`src/rtl/key_bcd_counter.sv`:
```
`default_nettype none
// ============================================================================
// Module   : key_bcd_counter
// Brief    : Debounced push-button up/down/clear NUM_DIGITS BCD counter with
//            registered active-low seven-segment outputs.
// Revision : 1.0 - initial release
// ============================================================================
module key_bcd_counter #(
    parameter int NUM_DIGITS      = 4,
    parameter int DEBOUNCE_CYCLES = 1000000,
    parameter int BLANK_LEADING   = 1
) (
    input  logic                    CLOCK_50,
    input  logic                    RESET_N,
    input  logic [2:0]              KEY,
    output logic [7*NUM_DIGITS-1:0] HEX,
    output logic [4*NUM_DIGITS-1:0] COUNT_BCD,
    output logic                    WRAP
);

    localparam int              c_CW      = (DEBOUNCE_CYCLES > 1) ? $clog2(DEBOUNCE_CYCLES) : 1;
    localparam logic [c_CW-1:0] c_DB_LAST = c_CW'(DEBOUNCE_CYCLES - 1);
    localparam logic [6:0]      c_BLANK   = 7'b1111111;
    localparam logic [6:0]      c_ZERO    = 7'b0000001;

    logic [2:0]              r_sync1;
    logic [2:0]              r_sync2;
    logic [2:0]              r_db_state;
    logic [2:0]              r_db_prev;
    logic [2:0]              r_press;
    logic [c_CW-1:0]         r_db_cnt [3];
    logic [4*NUM_DIGITS-1:0] r_count;
    logic                    r_wrap;
    logic [7*NUM_DIGITS-1:0] r_hex;

    logic [4*NUM_DIGITS-1:0] w_inc;
    logic [4*NUM_DIGITS-1:0] w_dec;
    logic                    w_carry;
    logic                    w_borrow;
    logic [7*NUM_DIGITS-1:0] w_hex;
    logic                    w_zero_above;

    function automatic logic [6:0] seg_encode(input logic [3:0] i_digit);
        case (i_digit)
            4'd0:    seg_encode = 7'b0000001;
            4'd1:    seg_encode = 7'b1001111;
            4'd2:    seg_encode = 7'b0010010;
            4'd3:    seg_encode = 7'b0000110;
            4'd4:    seg_encode = 7'b1001100;
            4'd5:    seg_encode = 7'b0100100;
            4'd6:    seg_encode = 7'b0100000;
            4'd7:    seg_encode = 7'b0001111;
            4'd8:    seg_encode = 7'b0000000;
            4'd9:    seg_encode = 7'b0000100;
            default: seg_encode = c_BLANK;
        endcase
    endfunction

    // A counter only runs while the synchronised key disagrees with the
    // accepted state, so any glitch shorter than the window resets it.
    always_ff @(posedge CLOCK_50 or negedge RESET_N) begin
        if (!RESET_N) begin
            r_sync1    <= '1;
            r_sync2    <= '1;
            r_db_state <= '1;
            r_db_prev  <= '1;
            r_press    <= '0;
            for (int k = 0; k < 3; k++) begin
                r_db_cnt[k] <= '0;
            end
        end else begin
            r_sync1   <= KEY;
            r_sync2   <= r_sync1;
            r_db_prev <= r_db_state;
            r_press   <= r_db_prev & ~r_db_state;
            for (int k = 0; k < 3; k++) begin
                if (r_sync2[k] != r_db_state[k]) begin
                    if (r_db_cnt[k] == c_DB_LAST) begin
                        r_db_state[k] <= r_sync2[k];
                        r_db_cnt[k]   <= '0;
                    end else begin
                        r_db_cnt[k] <= r_db_cnt[k] + 1'b1;
                    end
                end else begin
                    r_db_cnt[k] <= '0;
                end
            end
        end
    end

    always_comb begin
        w_inc    = r_count;
        w_dec    = r_count;
        w_carry  = 1'b1;
        w_borrow = 1'b1;
        for (int i = 0; i < NUM_DIGITS; i++) begin
            if (w_carry) begin
                if (r_count[4*i +: 4] == 4'd9) begin
                    w_inc[4*i +: 4] = 4'd0;
                end else begin
                    w_inc[4*i +: 4] = r_count[4*i +: 4] + 4'd1;
                    w_carry         = 1'b0;
                end
            end
            if (w_borrow) begin
                if (r_count[4*i +: 4] == 4'd0) begin
                    w_dec[4*i +: 4] = 4'd9;
                end else begin
                    w_dec[4*i +: 4] = r_count[4*i +: 4] - 4'd1;
                    w_borrow        = 1'b0;
                end
            end
        end
    end

    // A carry/borrow surviving past the top digit is exactly the wrap case.
    always_ff @(posedge CLOCK_50 or negedge RESET_N) begin
        if (!RESET_N) begin
            r_count <= '0;
            r_wrap  <= 1'b0;
        end else begin
            r_wrap <= 1'b0;
            if (r_press[2]) begin
                r_count <= '0;
            end else if (r_press[0] && !r_press[1]) begin
                r_count <= w_inc;
                r_wrap  <= w_carry;
            end else if (r_press[1] && !r_press[0]) begin
                r_count <= w_dec;
                r_wrap  <= w_borrow;
            end
        end
    end

    always_comb begin
        w_hex        = '0;
        w_zero_above = 1'b1;
        for (int i = NUM_DIGITS - 1; i >= 0; i--) begin
            w_zero_above = w_zero_above && (r_count[4*i +: 4] == 4'd0);
            if ((BLANK_LEADING != 0) && (i > 0) && w_zero_above) begin
                w_hex[7*i +: 7] = c_BLANK;
            end else begin
                w_hex[7*i +: 7] = seg_encode(r_count[4*i +: 4]);
            end
        end
    end

    always_ff @(posedge CLOCK_50 or negedge RESET_N) begin
        if (!RESET_N) begin
            for (int i = 0; i < NUM_DIGITS; i++) begin
                r_hex[7*i +: 7] <= ((BLANK_LEADING != 0) && (i > 0)) ? c_BLANK : c_ZERO;
            end
        end else begin
            r_hex <= w_hex;
        end
    end

    assign HEX       = r_hex;
    assign COUNT_BCD = r_count;
    assign WRAP      = r_wrap;

endmodule
`default_nettype wire
```
`config.mk`:
```
export PLATFORM = sky130hd
export DESIGN_NAME = key_bcd_counter
export DESIGN_NICKNAME = d
export VERILOG_FILES = /design/src/rtl/key_bcd_counter.sv
export SDC_FILE = /design/constraint.sdc
export NUM_CORES = 1
export LEC_CHECK = 0
export CAP_MARGIN = 20
export CORE_UTILIZATION = 40
export DETAILED_ROUTE_END_ITERATION = 7
export GPL_TIMING_DRIVEN = 1
export PLACE_DENSITY = 0.6
export SYNTH_ARGS = -nofsm -noshare
export SYNTH_HDL_FRONTEND = slang
export SYNTH_SLANG_ARGS = --single-unit
```
`constraint.sdc`:
```
create_clock -name CLOCK_50 -period 3.5 [get_ports CLOCK_50]
set_clock_uncertainty 0.15 [all_clocks]
set_input_delay 0.525 -clock CLOCK_50 [delete_from_list [all_inputs] [get_ports CLOCK_50]]
set_output_delay 0.525 -clock CLOCK_50 [all_outputs]
set_load 0.01 [all_outputs]
```
# ---- After elaboration in Yosys (flattened, before gate mapping)
# Memory sizes are Yosys's and may differ from the RTL's. A register that Yosys moved wholly into a read port is not among the register bits.
# Index checks and enable logic that the tools add are counted.
dict set report word_totals {
  reg_bits 120
  romBits 448
  n_memories 4
}
dict set report op_classes {
  addsub 11
  eq_ne 13
  mux 43
  bitwise 2
  n_reduce_logical 21
}
# name words width read_ports rd_ports_with_merged_regs write_ports line
set mem_list {}
lappend mem_list {{(no name shown)} 16 7 1 0 0 44} ;# case (i_digit)
lappend mem_list {{(no name shown)} 16 7 1 0 0 44}
lappend mem_list {{(no name shown)} 16 7 1 0 0 44}
lappend mem_list {{(no name shown)} 16 7 1 1 0 44}
# op n
set ops {}
lappend ops {{20-bit 2-to-1 mux} 6}
lappend ops {{20-bit by 1-bit adder with 20-bit output, second input constant} 3}
lappend ops {{20-bit == test, second input constant} 3}
lappend ops {{4-bit 2-to-1 mux} 14}
lappend ops {{16-bit 2-to-1 mux} 3}
lappend ops {{7-bit 2-to-1 mux} 3}
lappend ops {{1-bit 2-to-1 mux} 17}
lappend ops {{4-bit by 1-bit adder with 4-bit output, second input constant} 4}
lappend ops {{4-bit == test, second input constant} 4}
lappend ops {{4-bit zero test} 4}
lappend ops {{4-bit by 1-bit subtractor with 4-bit output, second input constant} 4}
lappend ops {{3-bit nonzero test} 4}
lappend ops {{3-bit by 2-bit != test with 1-bit output, second input constant} 3}
lappend ops {{3-bit AND reduction} 3}
lappend ops {{2-bit AND reduction} 3}
lappend ops {{1-bit logical AND} 4}
lappend ops {{3-bit AND} 1}
lappend ops {{1-bit zero test} 3}
lappend ops {{1-bit != test} 3}
lappend ops {{3-bit inverter} 1}

# ---- Depth between registers and ports, before layout
dict set report logic_depth {
  depth_word 8
  mapped_depth 7
}

# ---- Least setup slack after synthesis
# OpenSTA, ideal clock, no wires.
dict set report synth_path {
  path_type {register -> register}
  startpoint {register r_count[1], in the netlist COUNT_BCD[1]}
  endpoint {register r_count[12], in the netlist COUNT_BCD[12]}
  setup_time_ns 0.083
  arrival_time_ns 1.847
  t_required_ns 3.267
  path_slack_ns 1.420
  path_stages_with_launch 8
  n_path_buf 0
  synth_period_minus_slack_ns 2.080
  cell_sequence {dfrtp_1 inv_1 ha_1 nor3b_4 and4_1 o22ai_2 or4_1 o21ai_0}
}
dict set report synth_between {
  elab_chain_len 6
  word_cells_on_any_way 11
  classes_between {2 x eq/ne; 6 x mux; 3 x reduce/logical}
}
# item line
set synth_lines {}
lappend synth_lines {{start: declaration} 32} ;# logic [4*NUM_DIGITS-1:0] r_count;
lappend synth_lines {{start signal: assignment} 126} ;# r_count <= w_inc;
lappend synth_lines {{start signal: assignment} 129} ;# r_count <= w_dec;
lappend synth_lines {{4-bit == test or 4-bit zero test (tied branches)} n/a}
lappend synth_lines {{1-bit 2-to-1 mux (on tied branches)} {98, 106}}
lappend synth_lines {{1-bit 2-to-1 mux (on tied branches) (2 in series)} {97, 105}}
lappend synth_lines {{3-bit by 2-bit != test with 1-bit output (no line) or 3-bit nonzero test (tied branches)} n/a}
lappend synth_lines {{3-bit AND reduction (no line) *} n/a}
# Mark *: on every way between the ends. The rest lies on a longest branch, timed or not.
# A chain may end at the register's enable or synchronous reset.

# ---- Worst setup path after layout
dict set report layout_path {
  startpoint {register r_count[10], in the netlist COUNT_BCD[10]}
  endpoint {output COUNT_BCD[10]}
}
# item line
set layout_lines {}
lappend layout_lines {{end: declaration} 17} ;# output logic [4*NUM_DIGITS-1:0] COUNT_BCD,
# No word-level cell between the ends.

==> summary.md <==
| Metric | Value |
|---|---|
| Outcome | finished with violations |
| Failing checks | DRC |
| CP endpoint kind | primary output |
| Initial Util | 41.3% |
| TritonCTS buffer count | 17 |
| Initial antenna violation count | 0 |
| Final Cycle Share | 69.6% |
| Crit start category | flop |
| Critical path's top delay family | flip-flops |
| Wirelength per Cell | 14.0 µm |
| Top-area cell type share of the netlist area | 35.6% |
| EDFF count, synth | 0 |
| Layout net count | 696 |
| Die ar. | roughly 16000 µm² |
| GRT Residual Overflow | 0 |
| Critical path class | reg -> out |
| Hold crit path type | reg -> reg |
| Clk_lat worst skew | 0.42 ns |
| DR vias | 4545 |
| # rows | 44 |
| DP Area | roughly 6700 µm² |
| Core area | 14600 µm² |
| Final Max Tran Viols | 0 |
| Final Hold Fails | 0 |
| CP max stage delay | around 0.7 ns |
| Post-DP HPWL | 8000 µm |
| Worst vdd ir | 0.000333 V |
| Initial drt markers | about 330 |
| Largest net degree at the start of global routing | ~90 |
| Synth warn | 0 |
| Pleak | 3.14 nW |
| Pre-antenna DRT Iters | 6 |
| Worst EP arrival | between 1.5 and 2 ns |
| First-pass GRT wire length | about 21000 µm |
| GRT Util Overall | 16.7% |
| Crit path required time | 2.82 ns |
| Sink Count | 120 |
| Number of global-route vias before repair | 4444 |
| DIE HEIGHT | 125 µm |
| Yosys reg bits | 120 |
| Drt via density | 5.28 |
| ANT cells | 0 |
| Max_cap viols | 0 |
| Layout cells sized above 1 | 12.6% |
| Mapped Cells | 611 |
| Reg clk slew, reported paths | about 0.06 ns |
| Worst rel slew slack | 39.9% |
| Internal reg-to-reg setup slack | 1.18 ns |
| CTS root buffer | clkbuf_16 |
| DRT antenna net count | 0 |
| Layout area overhead | 22.8% |
| RSZ-0062 raised after global routing | no |
| Slew @ Worst Pin | 0.895 ns |
| Setup TNS | 0 ns |
| Seq/Total Area, Yosys | 50.4% |
| Clock tree buffer depth | 2 |
| Critical path peak fanout | 18 |
| Syn_nets | about 640 |
| Synthesized area | 6040 µm² |
| H-tree depth | 4 |
| CP bufs+invs | 1 |
| Largest cells by area after synthesis | dfrtp_1 (36%), dfstp_2 (15%), xor2_1 (5.8%) |
| Residual DRC | 16 |
| Pwr Density | 475 nW/µm² |
| Post-synth cell types | between 50 and 60 |
| Final GP Congestion | ~0.87 |
| Worst path cell trace | clkdlybuf4s50_1 |
| Final period demand of the worst path | 2.44 ns |
| CTS tree | done |
| Design area | ~7400 µm² |
| Synth area leader | dfrtp_1 |
| CP max-delay cell | dfrtp_1 |
| IO Port Bufs | about 50 |
| Fmax | 411 MHz |
| Asr flop ratio synth | 100% |
| Ports | 50 |
| Finish-stage setup viols | 0 |
| Die Wd | around 120 µm |
| WL final | 12000 µm |
| Avg Synthesized Cell Area | 9.89 µm² |
| Main synth FF type | dfrtp_1 |
[sequential cells by signal, indices dropped and copies added, names as in the netlist]
register / count
r_db_cnt: 60
HEX: 28
COUNT_BCD: 16
r_db_prev: 3
r_db_state: 3
r_press: 3
r_sync1: 3
r_sync2: 3
WRAP: 1
[what timing repair did]
action | in CTS | in global routing
setup buffers | 0 | 0
hold endpoints to repair | 11 | 0
hold buffers | 1 | 0
resized for setup | 0 | 0
[where the power goes]
group	internal, W	switching, W
logic	0.0000171	0.0000449
registers	0.00140	0.00000906
clock network	0.00141	0.000636
total	0.00283	0.000690
[metal layers]
metal | vias up | global-route usage [%] | wire [µm]
met4 | 0 | 6.46 | 167
met2 | 88 | 26.3 | 5700
met1 | 2206 | 21.7 | 5720
met5 | - | 0 | 0
li1 | 2238 | - | -
met3 | 13 | 4.85 | 460
[stage by stage]
stage / instances / worst slack, ns / utilization (%) / hold WS [ns] / total power, W
6_report: 861 / 1.06 / 50.7 / 0.207 / 0.00352
5_1_grt: 861 / 0.951 / 50.7 / 0.210 / 0.00364
4_1_cts: 861 / 1.04 / 50.7 / 0.207 / 0.00357
3_5_place_dp: 828 / 1.22 / 45.8 / 0.199 / 0.00150
3_3_place_gp: 828 / 1.27 / 45.8 / 0.197 / 0.00150
2_1_floorplan: 611 / 1.42 / - / 0.0794 / 0.00146
[worst register-to-register path: cells and delay by family (launching register included)]
| family | cells | cell delay, ns |
|---|---|---|
| AND/OR/NAND/NOR | 3 | 1.04 |
| flip-flops | 1 | 0.48 |
| adder cells (fa/ha/maj) | 1 | 0.21 |
| buffers and inverters | 1 | 0.18 |
| AO/OA/AOI/OAI | 2 | 0.21 |
[area by class of cell]
type	count	area [µm²]
fill	1279	7220
sequential	120	3050
tap	184	230
clock buffer	21	480
timing repair buffer	53	533
clock inverter	11	216
multi-input combinational	455	2850
inverter	17	63.8
[Yosys cell counts, types with 3 or more instances]
library cell,n
o21ai_0,34
ha_1,27
and3_1,15
nor2_1,92
mux2_2,3
mux2i_1,4
o22ai_1,3
dfrtp_1,86
nand3_1,29
and4_1,4
nor3b_1,5
xor2_1,40
nor3_1,21
inv_1,15
a31oi_1,8
a211oi_1,5
and2_1,5
and3b_1,3
xnor2_1,16
nor4_1,3
nand2b_1,5
o21bai_1,4
nand4_1,15
nand2_1,46
nor2b_1,5
dfstp_2,34
a21oi_1,28
clkbuf_1,12
o22a_1,3
buf_2,7
[cells in the final DEF, fill, tap and decap left out, types with 4 or more instances in the layout]
cell / n
bufinv_16: 6
nor3_1: 21
and2_1: 5
ha_1: 27
nor2b_1: 5
nand4_1: 15
dfrtp_1: 86
inv_1: 15
nor2_1: 92
dfstp_2: 34
clkdlybuf4s50_1: 48
clkbuf_8: 4
xor2_1: 40
nand2_1: 46
a31oi_1: 8
and4_1: 4
clkbuf_16: 17
nand2b_1: 5
and3_1: 15
nand3_1: 29
mux2i_1: 4
xnor2_1: 16
nor3b_1: 5
a21oi_1: 28
o21ai_0: 34
o21bai_1: 4
a211oi_1: 5
[path summary, 6_finish.rpt]
path	start	end	depth (start not counted)
setup / recovery	COUNT_BCD[10]	COUNT_BCD[10]	1
hold / removal	r_sync1[2]	r_sync2[2]	0
setup reg to reg	COUNT_BCD[1]	COUNT_BCD[12]	7
hold reg to reg	r_sync1[2]	r_sync2[2]	0
max in group asynchronous	RESET_N	r_sync2[0]	3
min in group asynchronous	RESET_N	HEX[6]	2
[cells by family (layout without fill, tap and decap cells)]
family / after synthesis / in the layout / share of synthesized area [%]
AND/OR/NAND/NOR: 266 / 266 / 22.5
flip-flops: 120 / 120 / 50.4
AO/OA/AOI/OAI: 99 / 99 / 9.82
XOR/XNOR: 56 / 56 / 8.12
buffers and inverters: 36 / 102 / 2.38
adder cells (fa/ha/maj): 27 / 27 / 5.59
multiplexers: 7 / 7 / 1.22
No activity file was read; power rests on OpenSTA's default activity.
